--- config.mk ---
export PLATFORM = sky130hd
export DESIGN_NAME = alu_op_sequencer_flat
export DESIGN_NICKNAME = d
export VERILOG_FILES = /design/src/rtl/alu_op_sequencer_pkg.sv /design/src/rtl/alu_op_sequencer_if.sv /design/src/rtl/alu_op_sequencer_alu.sv /design/src/rtl/alu_op_sequencer.sv /design/src/flat_wrapper.sv
export SDC_FILE = /design/constraint.sdc
export NUM_CORES = 1
export LEC_CHECK = 0
export BUFFER_PORTS_ARGS = -buffer_cell sky130_fd_sc_hd__buf_2
export CAP_MARGIN = 10
export CORE_MARGIN = 1
export CORE_UTILIZATION = 52
export CTS_BUF_LIST = sky130_fd_sc_hd__clkbuf_16
export CTS_CLUSTER_DIAMETER = 30
export CTS_CLUSTER_SIZE = 12
export DETAILED_ROUTE_END_ITERATION = 16
export HOLD_SLACK_MARGIN = 0.08
export PLACE_DENSITY = 0.76
export SLEW_MARGIN = 5
export SYNTH_ARGS = -nofsm -noshare
export SYNTH_HDL_FRONTEND = slang
export SYNTH_HIERARCHICAL = 1
export SYNTH_SLANG_ARGS = --single-unit
--- constraint.sdc ---
create_clock -name clk -period 3.6 [get_ports clk]
set_clock_uncertainty 0.2 [all_clocks]
set_input_delay 0.54 -clock clk [delete_from_list [all_inputs] [get_ports clk]]
set_output_delay 0.54 -clock clk [all_outputs]
set_load 0.005 [all_outputs]
--- src/rtl/alu_op_sequencer_pkg.sv ---
// Shared definitions for the ALU operation sequencer.
// Holds the ALU select codes, the default operation count and the
// sequencer FSM state encoding.
package alu_op_sequencer_pkg;

  localparam int unsigned N_OPS = 5;

  localparam logic [2:0] OP_ADD = 3'd0;
  localparam logic [2:0] OP_SUB = 3'd1;
  localparam logic [2:0] OP_AND = 3'd2;
  localparam logic [2:0] OP_OR  = 3'd3;
  localparam logic [2:0] OP_XOR = 3'd4;

  typedef enum logic [2:0] {
    IDLE,
    ISSUE,
    CAPTURE,
    HOLD,
    FINISH
  } state_e;

endpackage

--- src/rtl/alu_op_sequencer_if.sv ---
// Bus between the sequencer and its requester/consumer.
//   start, a_in, b_in, op_mask : batch request (requester -> sequencer)
//   res_valid/res_ready        : result beat handshake
//   res_op, res_y, res_err     : result beat payload
//   busy, done, err_cnt        : batch status
// slave  : sequencer side
// master : requester/consumer side
interface alu_op_sequencer_if
  import alu_op_sequencer_pkg::*;
#(
  parameter int unsigned N_OPS = alu_op_sequencer_pkg::N_OPS
) ();

  logic             start;
  logic [3:0]       a_in;
  logic [3:0]       b_in;
  logic [N_OPS-1:0] op_mask;
  logic             res_valid;
  logic             res_ready;
  logic [2:0]       res_op;
  logic [3:0]       res_y;
  logic             res_err;
  logic             busy;
  logic             done;
  logic [3:0]       err_cnt;

  modport slave (
    input  start, a_in, b_in, op_mask, res_ready,
    output res_valid, res_op, res_y, res_err, busy, done, err_cnt
  );

  modport master (
    output start, a_in, b_in, op_mask, res_ready,
    input  res_valid, res_op, res_y, res_err, busy, done, err_cnt
  );

endinterface

--- src/rtl/alu_op_sequencer_alu.sv ---
// alu_4bit: combinational 4-bit ALU.
//   a, b : operands
//   sel  : operation select (OP_ADD..OP_XOR)
//   y    : result, truncated to 4 bits; unknown selects give 0
module alu_4bit
  import alu_op_sequencer_pkg::*;
(
  input  logic [3:0] a,
  input  logic [3:0] b,
  input  logic [2:0] sel,
  output logic [3:0] y
);

  always_comb begin
    y = '0;
    case (sel)
      OP_ADD:  y = a + b;
      OP_SUB:  y = a - b;
      OP_AND:  y = a & b;
      OP_OR:   y = a | b;
      OP_XOR:  y = a ^ b;
      default: y = '0;
    endcase
  end

endmodule

--- src/rtl/alu_op_sequencer.sv ---
// alu_op_sequencer: runs a batch of ALU operations selected by a mask,
// one result beat per selected op, in ascending select order, each beat
// checked against an in-module reference model.
//   clk   : clock, rising edge
//   rst_n : asynchronous active-low reset
//   bus   : request / result / status bus (slave side)
module alu_op_sequencer
  import alu_op_sequencer_pkg::*;
#(
  parameter int unsigned N_OPS = alu_op_sequencer_pkg::N_OPS
) (
  input  logic                clk,
  input  logic                rst_n,
  alu_op_sequencer_if.slave   bus
);

  state_e           state_q, state_d;
  logic [3:0]       a_q, a_d;
  logic [3:0]       b_q, b_d;
  logic [N_OPS-1:0] mask_q, mask_d;
  logic [2:0]       res_op_q, res_op_d;
  logic [3:0]       res_y_q, res_y_d;
  logic             res_err_q, res_err_d;
  logic [3:0]       err_cnt_q, err_cnt_d;

  logic [2:0]       sel;
  logic [3:0]       alu_y;
  logic             mismatch;

  // Scans from the top down so the lowest set bit is the last one written.
  function automatic logic [2:0] lowest_idx(input logic [N_OPS-1:0] m);
    lowest_idx = '0;
    for (int unsigned k = N_OPS; k > 0; k--) begin
      if (m[k-1]) lowest_idx = 3'(k - 1);
    end
  endfunction

  // Reference model, written independently of alu_4bit.
  function automatic logic [3:0] ref_alu(input logic [3:0] a,
                                         input logic [3:0] b,
                                         input logic [2:0] op);
    ref_alu = '0;
    case (op)
      OP_ADD:  ref_alu = a + b;
      OP_SUB:  ref_alu = a + (~b) + 4'd1;
      OP_AND:  ref_alu = ~(~a | ~b);
      OP_OR:   ref_alu = ~(~a & ~b);
      OP_XOR:  ref_alu = (a & ~b) | (~a & b);
      default: ref_alu = '0;
    endcase
  endfunction

  assign sel      = lowest_idx(mask_q);
  assign mismatch = (alu_y != ref_alu(a_q, b_q, sel));

  alu_4bit u_alu (
    .a   (a_q),
    .b   (b_q),
    .sel (sel),
    .y   (alu_y)
  );

  always_comb begin
    state_d   = state_q;
    a_d       = a_q;
    b_d       = b_q;
    mask_d    = mask_q;
    res_op_d  = res_op_q;
    res_y_d   = res_y_q;
    res_err_d = res_err_q;
    err_cnt_d = err_cnt_q;

    case (state_q)
      IDLE: begin
        if (bus.start) begin
          a_d       = bus.a_in;
          b_d       = bus.b_in;
          mask_d    = bus.op_mask;
          err_cnt_d = '0;
          state_d   = (bus.op_mask == '0) ? FINISH : ISSUE;
        end
      end
      ISSUE: state_d = CAPTURE;
      CAPTURE: begin
        res_y_d   = alu_y;
        res_op_d  = sel;
        res_err_d = mismatch;
        if (mismatch && (err_cnt_q != 4'hF)) err_cnt_d = err_cnt_q + 4'd1;
        // m & (m - 1) clears exactly the lowest set bit, i.e. the op just run.
        mask_d    = mask_q & (mask_q - N_OPS'(1));
        state_d   = HOLD;
      end
      HOLD: begin
        if (bus.res_ready) state_d = (mask_q != '0) ? ISSUE : FINISH;
      end
      FINISH:  state_d = IDLE;
      default: state_d = IDLE;
    endcase
  end

  always_ff @(posedge clk or negedge rst_n) begin
    if (!rst_n) begin
      state_q   <= IDLE;
      a_q       <= '0;
      b_q       <= '0;
      mask_q    <= '0;
      res_op_q  <= '0;
      res_y_q   <= '0;
      res_err_q <= 1'b0;
      err_cnt_q <= '0;
    end else begin
      state_q   <= state_d;
      a_q       <= a_d;
      b_q       <= b_d;
      mask_q    <= mask_d;
      res_op_q  <= res_op_d;
      res_y_q   <= res_y_d;
      res_err_q <= res_err_d;
      err_cnt_q <= err_cnt_d;
    end
  end

  assign bus.res_valid = (state_q == HOLD);
  assign bus.busy      = (state_q != IDLE);
  assign bus.done      = (state_q == FINISH);
  assign bus.res_op    = res_op_q;
  assign bus.res_y     = res_y_q;
  assign bus.res_err   = res_err_q;
  assign bus.err_cnt   = err_cnt_q;

endmodule

--- src/flat_wrapper.sv ---
// flat-port wrapper written by rule: the top's interface ports become plain ports
module alu_op_sequencer_flat import alu_op_sequencer_pkg::*;
#(
  parameter int unsigned N_OPS = alu_op_sequencer_pkg::N_OPS
)
  (clk, rst_n, bus_start, bus_a_in, bus_b_in, bus_op_mask, bus_res_ready, bus_res_valid, bus_res_op, bus_res_y, bus_res_err, bus_busy, bus_done, bus_err_cnt);
  alu_op_sequencer_if #(.N_OPS(N_OPS)) bus_i ();
  input  logic clk;
  input  logic rst_n;
  input wire logic [$bits(bus_i.start)-1:0] bus_start;
  input wire logic [$bits(bus_i.a_in)-1:0] bus_a_in;
  input wire logic [$bits(bus_i.b_in)-1:0] bus_b_in;
  input wire logic [$bits(bus_i.op_mask)-1:0] bus_op_mask;
  input wire logic [$bits(bus_i.res_ready)-1:0] bus_res_ready;
  output wire logic [$bits(bus_i.res_valid)-1:0] bus_res_valid;
  output wire logic [$bits(bus_i.res_op)-1:0] bus_res_op;
  output wire logic [$bits(bus_i.res_y)-1:0] bus_res_y;
  output wire logic [$bits(bus_i.res_err)-1:0] bus_res_err;
  output wire logic [$bits(bus_i.busy)-1:0] bus_busy;
  output wire logic [$bits(bus_i.done)-1:0] bus_done;
  output wire logic [$bits(bus_i.err_cnt)-1:0] bus_err_cnt;
  assign bus_i.start = bus_start;
  assign bus_i.a_in = bus_a_in;
  assign bus_i.b_in = bus_b_in;
  assign bus_i.op_mask = bus_op_mask;
  assign bus_i.res_ready = bus_res_ready;
  assign bus_res_valid = bus_i.res_valid;
  assign bus_res_op = bus_i.res_op;
  assign bus_res_y = bus_i.res_y;
  assign bus_res_err = bus_i.res_err;
  assign bus_busy = bus_i.busy;
  assign bus_done = bus_i.done;
  assign bus_err_cnt = bus_i.err_cnt;
  alu_op_sequencer #(.N_OPS(N_OPS)) u_core (.clk(clk), .rst_n(rst_n), .bus(bus_i));
endmodule
Word-level counts from Yosys, hierarchy flattened
Index checks and enable logic that the tools add are counted.
{"block": "word_totals", "input_bits": 17, "n_memories": 0, "ff_bits": 28, "output_inout_bits": 15, "wordCells": 68, "rom_bits": 0, "latch_bits": 0, "ramBits": 0}
{"block": "classes", "mux": 17, "order_cmp": 0, "bitwise_logic": 13, "shift": 0, "n_eq_ne": 13, "multipliers": 0, "reduce_logical": 11, "div": 0, "n_addsub": 6}
{"operator": "case mux 4 bit (5 select lines)", "n": 2}
{"operator": "2-to-1 mux 3 bit", "n": 9}
{"operator": "AND 4 bit", "n": 4}
{"operator": "NOT 4 bit", "n": 4}
{"operator": "equality test 3 x 2 -> 1 bit, second input constant", "n": 4}
{"operator": "bitwise OR 4 bit", "n": 3}
{"operator": "case mux 3 bit (4 select lines)", "n": 1}
{"operator": "case mux 5 bit (2 select lines)", "n": 1}
{"operator": "adder 4 x 1 -> 4 bit, second input constant", "n": 2}
{"operator": "adder 4 bit", "n": 2}
{"operator": "2-to-1 mux 4 bit", "n": 2}
{"operator": "case mux 4 bit (2 select lines)", "n": 1}
{"operator": "equality test 3 x 1 -> 1 bit, second input constant", "n": 2}
{"operator": "equality test 3 bit, second input constant", "n": 2}
{"operator": "logical NOT 3 bit", "n": 2}
{"operator": "AND reduction 2 bit", "n": 3}
{"operator": "AND 5 bit", "n": 1}
{"operator": "logical NOT 5 bit", "n": 1}
{"operator": "2-to-1 mux 5 bit", "n": 1}
{"operator": "nonzero test 5 bit", "n": 1}
{"operator": "subtractor 5 x 1 -> 5 bit, second input constant", "n": 1}
{"operator": "inequality test 2 bit, second input constant", "n": 2}
{"operator": "inequality test 4 bit", "n": 1}
{"operator": "inequality test 4 bit, second input constant", "n": 1}
{"operator": "other kinds (7)", "n": 7}

Logic depth before layout (Yosys ltp)
{"block": "depth", "word_depth": 11, "mapped_depth": 17, "mapped_depth_nobuf": 16}

Cells and area by module
The synthesis kept the hierarchy.
{"mod": "alu_op_sequencer", "cells_per_inst": 207, "area_per_inst_um2": 1868.0, "instances": 1, "seq_area_each_um2": 700.7}
{"mod": "alu_4bit", "cells_per_inst": 60, "area_per_inst_um2": 425.4, "instances": 1, "seq_area_each_um2": 0.0}

Worst setup path before layout
Ideal clock, no wire load.
{"block": "synth_timing", "kind": "reg2reg", "startpoint": "register u_core.mask_q[0]", "endpoint": "register u_core.err_cnt_q[1], in the netlist u_core/bus.err_cnt[1]", "t_arrival_ns": 3.216, "slack_ns": 0.056, "setup_time_ns": 0.128, "period_less_slack_ns": 3.544, "stages_incl_launch_ff": 15, "t_required_ns": 3.272, "path_buffers": 1, "cell_sequence": "dfrtp_1 buf_2 nor3_1 nor2_2 nand2_1 nand2_1 o21ai_1 fa_1 nor2_1 a31oi_1 o22ai_1 xor2_1 nand4b_2 o221ai_2 mux2_1"}
{"block": "synth_between", "elab_chain_cells": 7, "elab_cells_between_ends": 12, "classes_between": "eq/ne: 6; mux: 3; reduce/logical: 3"}
{"element": "start: declaration", "line": "alu_op_sequencer.sv:20", "source": "logic [N_OPS-1:0] mask_q, mask_d;"}
{"element": "start signal: assignment", "line": "alu_op_sequencer.sv:115", "source": "mask_q <= mask_d;"}
{"element": "2-to-1 mux 3 bit (*)", "line": "alu_op_sequencer.sv:34", "source": "if (m[k-1]) lowest_idx = 3'(k - 1);"}
{"element": "via u_core.sel[1]", "line": "alu_op_sequencer.sv:26", "source": "logic [2:0] sel;"}
{"element": "equality test 3 bit, or another cell as far along", "line": "alu_op_sequencer_alu.sv:16", "source": "case (sel)"}
{"element": "case mux 4 bit (5 select lines) (*)", "line": "alu_op_sequencer_alu.sv:16"}
{"element": "via u_core.alu_y[1]", "line": "alu_op_sequencer.sv:27", "source": "logic [3:0] alu_y;"}
{"element": "inequality test 4 bit (*)", "line": "alu_op_sequencer.sv:54", "source": "assign mismatch = (alu_y != ref_alu(a_q, b_q, sel));"}
{"element": "logical AND 1 bit (*)", "line": "alu_op_sequencer.sv:88", "source": "if (mismatch && (err_cnt_q != 4'hF)) err_cnt_d = err_cnt_q + 4'd1;"}
{"element": "inequality test 2 x 1 -> 1 bit (no source line) (*)"}
{"element": "AND reduction 3 bit (no source line) (*)"}
{"element": "end signal: assignment", "line": "alu_op_sequencer.sv:119", "source": "err_cnt_q <= err_cnt_d;"}
{"element": "end: declaration", "line": "alu_op_sequencer.sv:24", "source": "logic [3:0] err_cnt_q, err_cnt_d;"}
Mark *: on every way through the listed nets, which the timed path passes. The rest lies on a longest branch.
A chain may end at the register's enable or synchronous reset.

Worst setup path in the final report
{"block": "layout_timing", "startpoint": "register u_core.mask_q[2]", "endpoint": "register u_core.err_cnt_q[1], in the netlist u_core/bus.err_cnt[1]"}
{"block": "layout_between", "elab_chain_cells": 9, "elab_cells_between_ends": 14, "classes_between": "eq/ne: 6; mux: 5; reduce/logical: 3"}
{"element": "2-to-1 mux 3 bit (*) (3 in a row)", "line": "alu_op_sequencer.sv:34"}
{"element": "via u_core.sel[1]", "line": "alu_op_sequencer.sv:26"}
{"element": "equality test 3 bit, or another cell as far along", "line": "alu_op_sequencer_alu.sv:16"}
{"element": "case mux 4 bit (5 select lines) (*)", "line": "alu_op_sequencer_alu.sv:16"}
{"element": "via u_core.alu_y[2]", "line": "alu_op_sequencer.sv:27"}
{"element": "inequality test 4 bit (*)", "line": "alu_op_sequencer.sv:54"}
{"element": "logical AND 1 bit (*)", "line": "alu_op_sequencer.sv:88"}
{"element": "inequality test 2 x 1 -> 1 bit (no source line) (*)"}
{"element": "AND reduction 3 bit (no source line) (*)"}
Marked as above.

==> results.yml <==
timing:
  min_period_ns: 3.38
  report.final.setup_viol: 0
  timing.final.crit_share: 0.938
  timing_hold_violations_final: 0
  slew_viol_final: 0
  slew_headroom: 0.356
  timing.setup.tns_ns: 0
  grt_setup_unrepaired: "no"
  worst-slew-pin-transition_ns: 0.966
  fmax_mhz: 296
flow_run:
  timing.max_cap.violations: 0
drt:
  remaining_drc_errors: 0
  via_cell_ratio: 5.44
  drt-pass1-iter-count: 4
  wirelength_mm: 4.80
  wl_per_cell_um: 13.8
  detail-route-antenna-nets: 0
  total_via_count_after_detailed_routing: 1898
  first_iter_violations: 103
die:
  die_height_um: 68.4
  floorplan.rows: 23
  initial_core_util: 0.557
  number_of_top_level_design_ports: 32
  die_area_um2: 4680
  die_x_um: 68.4
  design.core.area_um2: 4120
global_route:
  grt_busiest_layer: "met2"
  met1_usage: 0.318
  groute.layer.met2.usage: 0.359
  grt_remaining_overflow: 0
  gr-usage-met3: 0.0350
  first_global_vias: 1719
  antenna_found_initial: 0
  global_route_wire_length_before_repair_mm: 7.85
  track_usage: 0.229
  pin_count_of_the_biggest_net_entering_global_routing: 32
final_layout:
  multiInputGateArea_um2: 1440
  final.fill_count: 374
  stdcell_count: 349
  postLayoutCellArea_um2: 2630
  post_route_cells_drive_above_1_share: 0.231
  layout.nets: 344
  seqCellArea_um2: 701
  layout.cells.most_common_list: "43 x sky130_fd_sc_hd__nand2_1, 31 x sky130_fd_sc_hd__buf_2, 28 x sky130_fd_sc_hd__dfrtp_1"
  area_growth_pct: 14.7
  antenna-diode-count: 0
  layout_commonest_cell: "sky130_fd_sc_hd__nand2_1"
synthesis:
  synthSimpleGateAreaFrac: 0.197
  synth_fp_nets: 311
  combinational_family_with_the_most_area_after_synthesis: "compound AO/OA/AOI/OAI gates"
  mean_syn_cell_area_um2: 8.59
  synth.ff_latch_count: 28
  netlist_area_um2: 2290
  muxShareOfSynthArea: 0.0207
  postSynth.topFlopCell: "sky130_fd_sc_hd__dfrtp_1"
  count_of_distinct_cell_types_in_the_synthesized_netlist: 60
  synth.yosys.seq_area_share: 0.306
  number_of_flops_mapped_to_enable_cells_by_yosys: 0
  synthesis.instances: 267
  post_synth_fa_ha_maj_area_fraction: 0.157
  synth_compound_gate_area_share: 0.208
  synth_async_sr_flop_share: 1.00
  synth_warnings: 6
  xor_xnor_share_of_the_synthesized_area: 0.0376
outcome:
  status: "finished clean"
cts:
  cts_made_buffers: 3
  cts-root-buf: "sky130_fd_sc_hd__clkbuf_16"
  post_cts_hold_buffer_count: 0
  clock_tree.htree_level_count: 1
  tritoncts_num_sinks: 28
  cts_tree: "yes"
  clkTransAtPathRegs_ns: 0.07
  cts.path.max_buffers: 2
  clkLatencyLatePin_ns: 0.26
setup_path:
  timing.critical_path.from_type: "register"
  crit_fanout: 8
  endpoint_kind: "register"
  critical_path_s_largest_stage_delay_ns: 0.41
  timing.critical_path.slowest_stage_cell: "sky130_fd_sc_hd__dfrtp_1"
  timing_worst_setup_path_type: "register to register"
  crit_path_cell_trace: "nor2_4 -> nor3_1 -> buf_4 -> nor2_2 -> nand2_1 -> nand2_1 -> o21ai_2 -> fa_1 -> xor2_1 -> nor2_1 -> a31oi_1 -> o22ai_2 -> a21oi_1 -> nand4b_2 -> o221ai_2 -> mux2_1"
  cp.buffers_inverters: 1
  crit_path_max_delay_family: "simple AND/OR/NAND/NOR gates"
  arrival_ns: 3.32
  crit_top_cell: "sky130_fd_sc_hd__nand2_1"
  critical_path_required_ns: 3.55
place:
  port-buffer-count: 31
  routabilityCongestion: 0.991
  dpl_cell_area_um2: 2510
  dp_hpwl_mm: 3.79
  place_inst: 345
min_path:
  hold_path_class: "input port to async pin"
per-stage QoR:
stage          setup WS, ns  hold WS (ns)  utilization
6_report              0.225        0.0779        0.639
5_1_grt             0.00688         0.145        0.639
4_1_cts               0.168         0.107        0.636
3_5_place_dp          0.179         0.266        0.611
3_3_place_gp          0.278         0.253        0.611
2_1_floorplan        0.0563        0.0444            -
final cells by class:
type                       count  share of cell area
clock buffer                   3              0.0285
timing repair buffer          40              0.0847
multi-input combinational    200               0.546
sequential                    28               0.266
inverter                      27              0.0390
tap                           50              0.0238
clock inverter                 1              0.0114
per-layer routing:
| layer | vias to the layer above | share of wire |
|---|---|---|
| li1 | 985 | - |
| met1 | 859 | 0.50 |
| met2 | 48 | 0.45 |
| met3 | 6 | 0.039 |
| met4 | 0 | 0.011 |
| met5 | - | 0 |
synth_stat cells, drive strengths merged, types with 2 or more instances:
| cell type | count | area share |
|---|---|---|
| nand2 | 43 | 0.070 |
| dfrtp | 28 | 0.31 |
| inv | 26 | 0.043 |
| o21ai | 26 | 0.057 |
| ha | 24 | 0.13 |
| nor2 | 18 | 0.037 |
| a21oi | 13 | 0.030 |
| nand3 | 8 | 0.020 |
| clkbuf | 7 | 0.011 |
| nor3 | 7 | 0.015 |
| buf | 5 | 0.017 |
| xnor2 | 5 | 0.022 |
| a31oi | 4 | 0.011 |
| xor2 | 4 | 0.015 |
| a21o | 3 | 0.0098 |
| fa | 3 | 0.026 |
| mux2 | 3 | 0.016 |
| o221ai | 3 | 0.014 |
| a211oi | 2 | 0.0065 |
| nand2b | 2 | 0.0055 |
| nor3b | 2 | 0.0065 |
| nor4 | 2 | 0.0082 |
| o211ai | 2 | 0.0065 |
| o21bai | 2 | 0.0065 |
| o22ai | 2 | 0.0055 |
| o31ai | 2 | 0.0065 |
| or3b | 2 | 0.0076 |
sequential cells by signal (all words and copies together), names as in the netlist:
register	count
u_core/a_q	4
u_core/bus.res_op	3
u_core/state_q	3
u_core/bus.res_y	4
u_core/b_q	4
u_core/bus.res_err	1
u_core/bus.err_cnt	4
u_core/mask_q	5
timing repair:
item / in CTS / in global routing
gates resized for setup: 0 / 3
buffers inserted: 0 / 0
setup endpoints to repair: 0 / 1
final timing paths:
kind                                                 start                                 to  slack (ns)  cells past startpoint
min in group clk                               bus_a_in[1]          u_core/a_q[1]$_DFFE_PN0P_        0.27                      3
hold / removal                                       rst_n          u_core/a_q[1]$_DFFE_PN0P_        0.08                      1
setup reg to reg              u_core/mask_q[2]$_DFFE_PN0P_  u_core/bus.err_cnt[1]$_DFFE_PN0P_        0.22                     16
hold reg to reg            u_core/bus.res_y[1]$_DFFE_PN0P_    u_core/bus.res_y[1]$_DFFE_PN0P_        0.27                      2
setup / recovery              u_core/mask_q[2]$_DFFE_PN0P_  u_core/bus.err_cnt[1]$_DFFE_PN0P_        0.22                     16
max in group asynchronous                            rst_n  u_core/bus.err_cnt[2]$_DFFE_PN0P_        2.71                      1
kinds of logic after synthesis:
family	after synthesis
and+or+nand+nor	91
AOI/OAI and AO/OA	69
buffers and inverters	39
muxes	4
adders and majority gates	27
xor gates and xnor gates	9
DFF	28
Power is left out: the tool's default activity adds up to more than one toggle a clock period on the data nets, which glitch-free logic cannot reach.
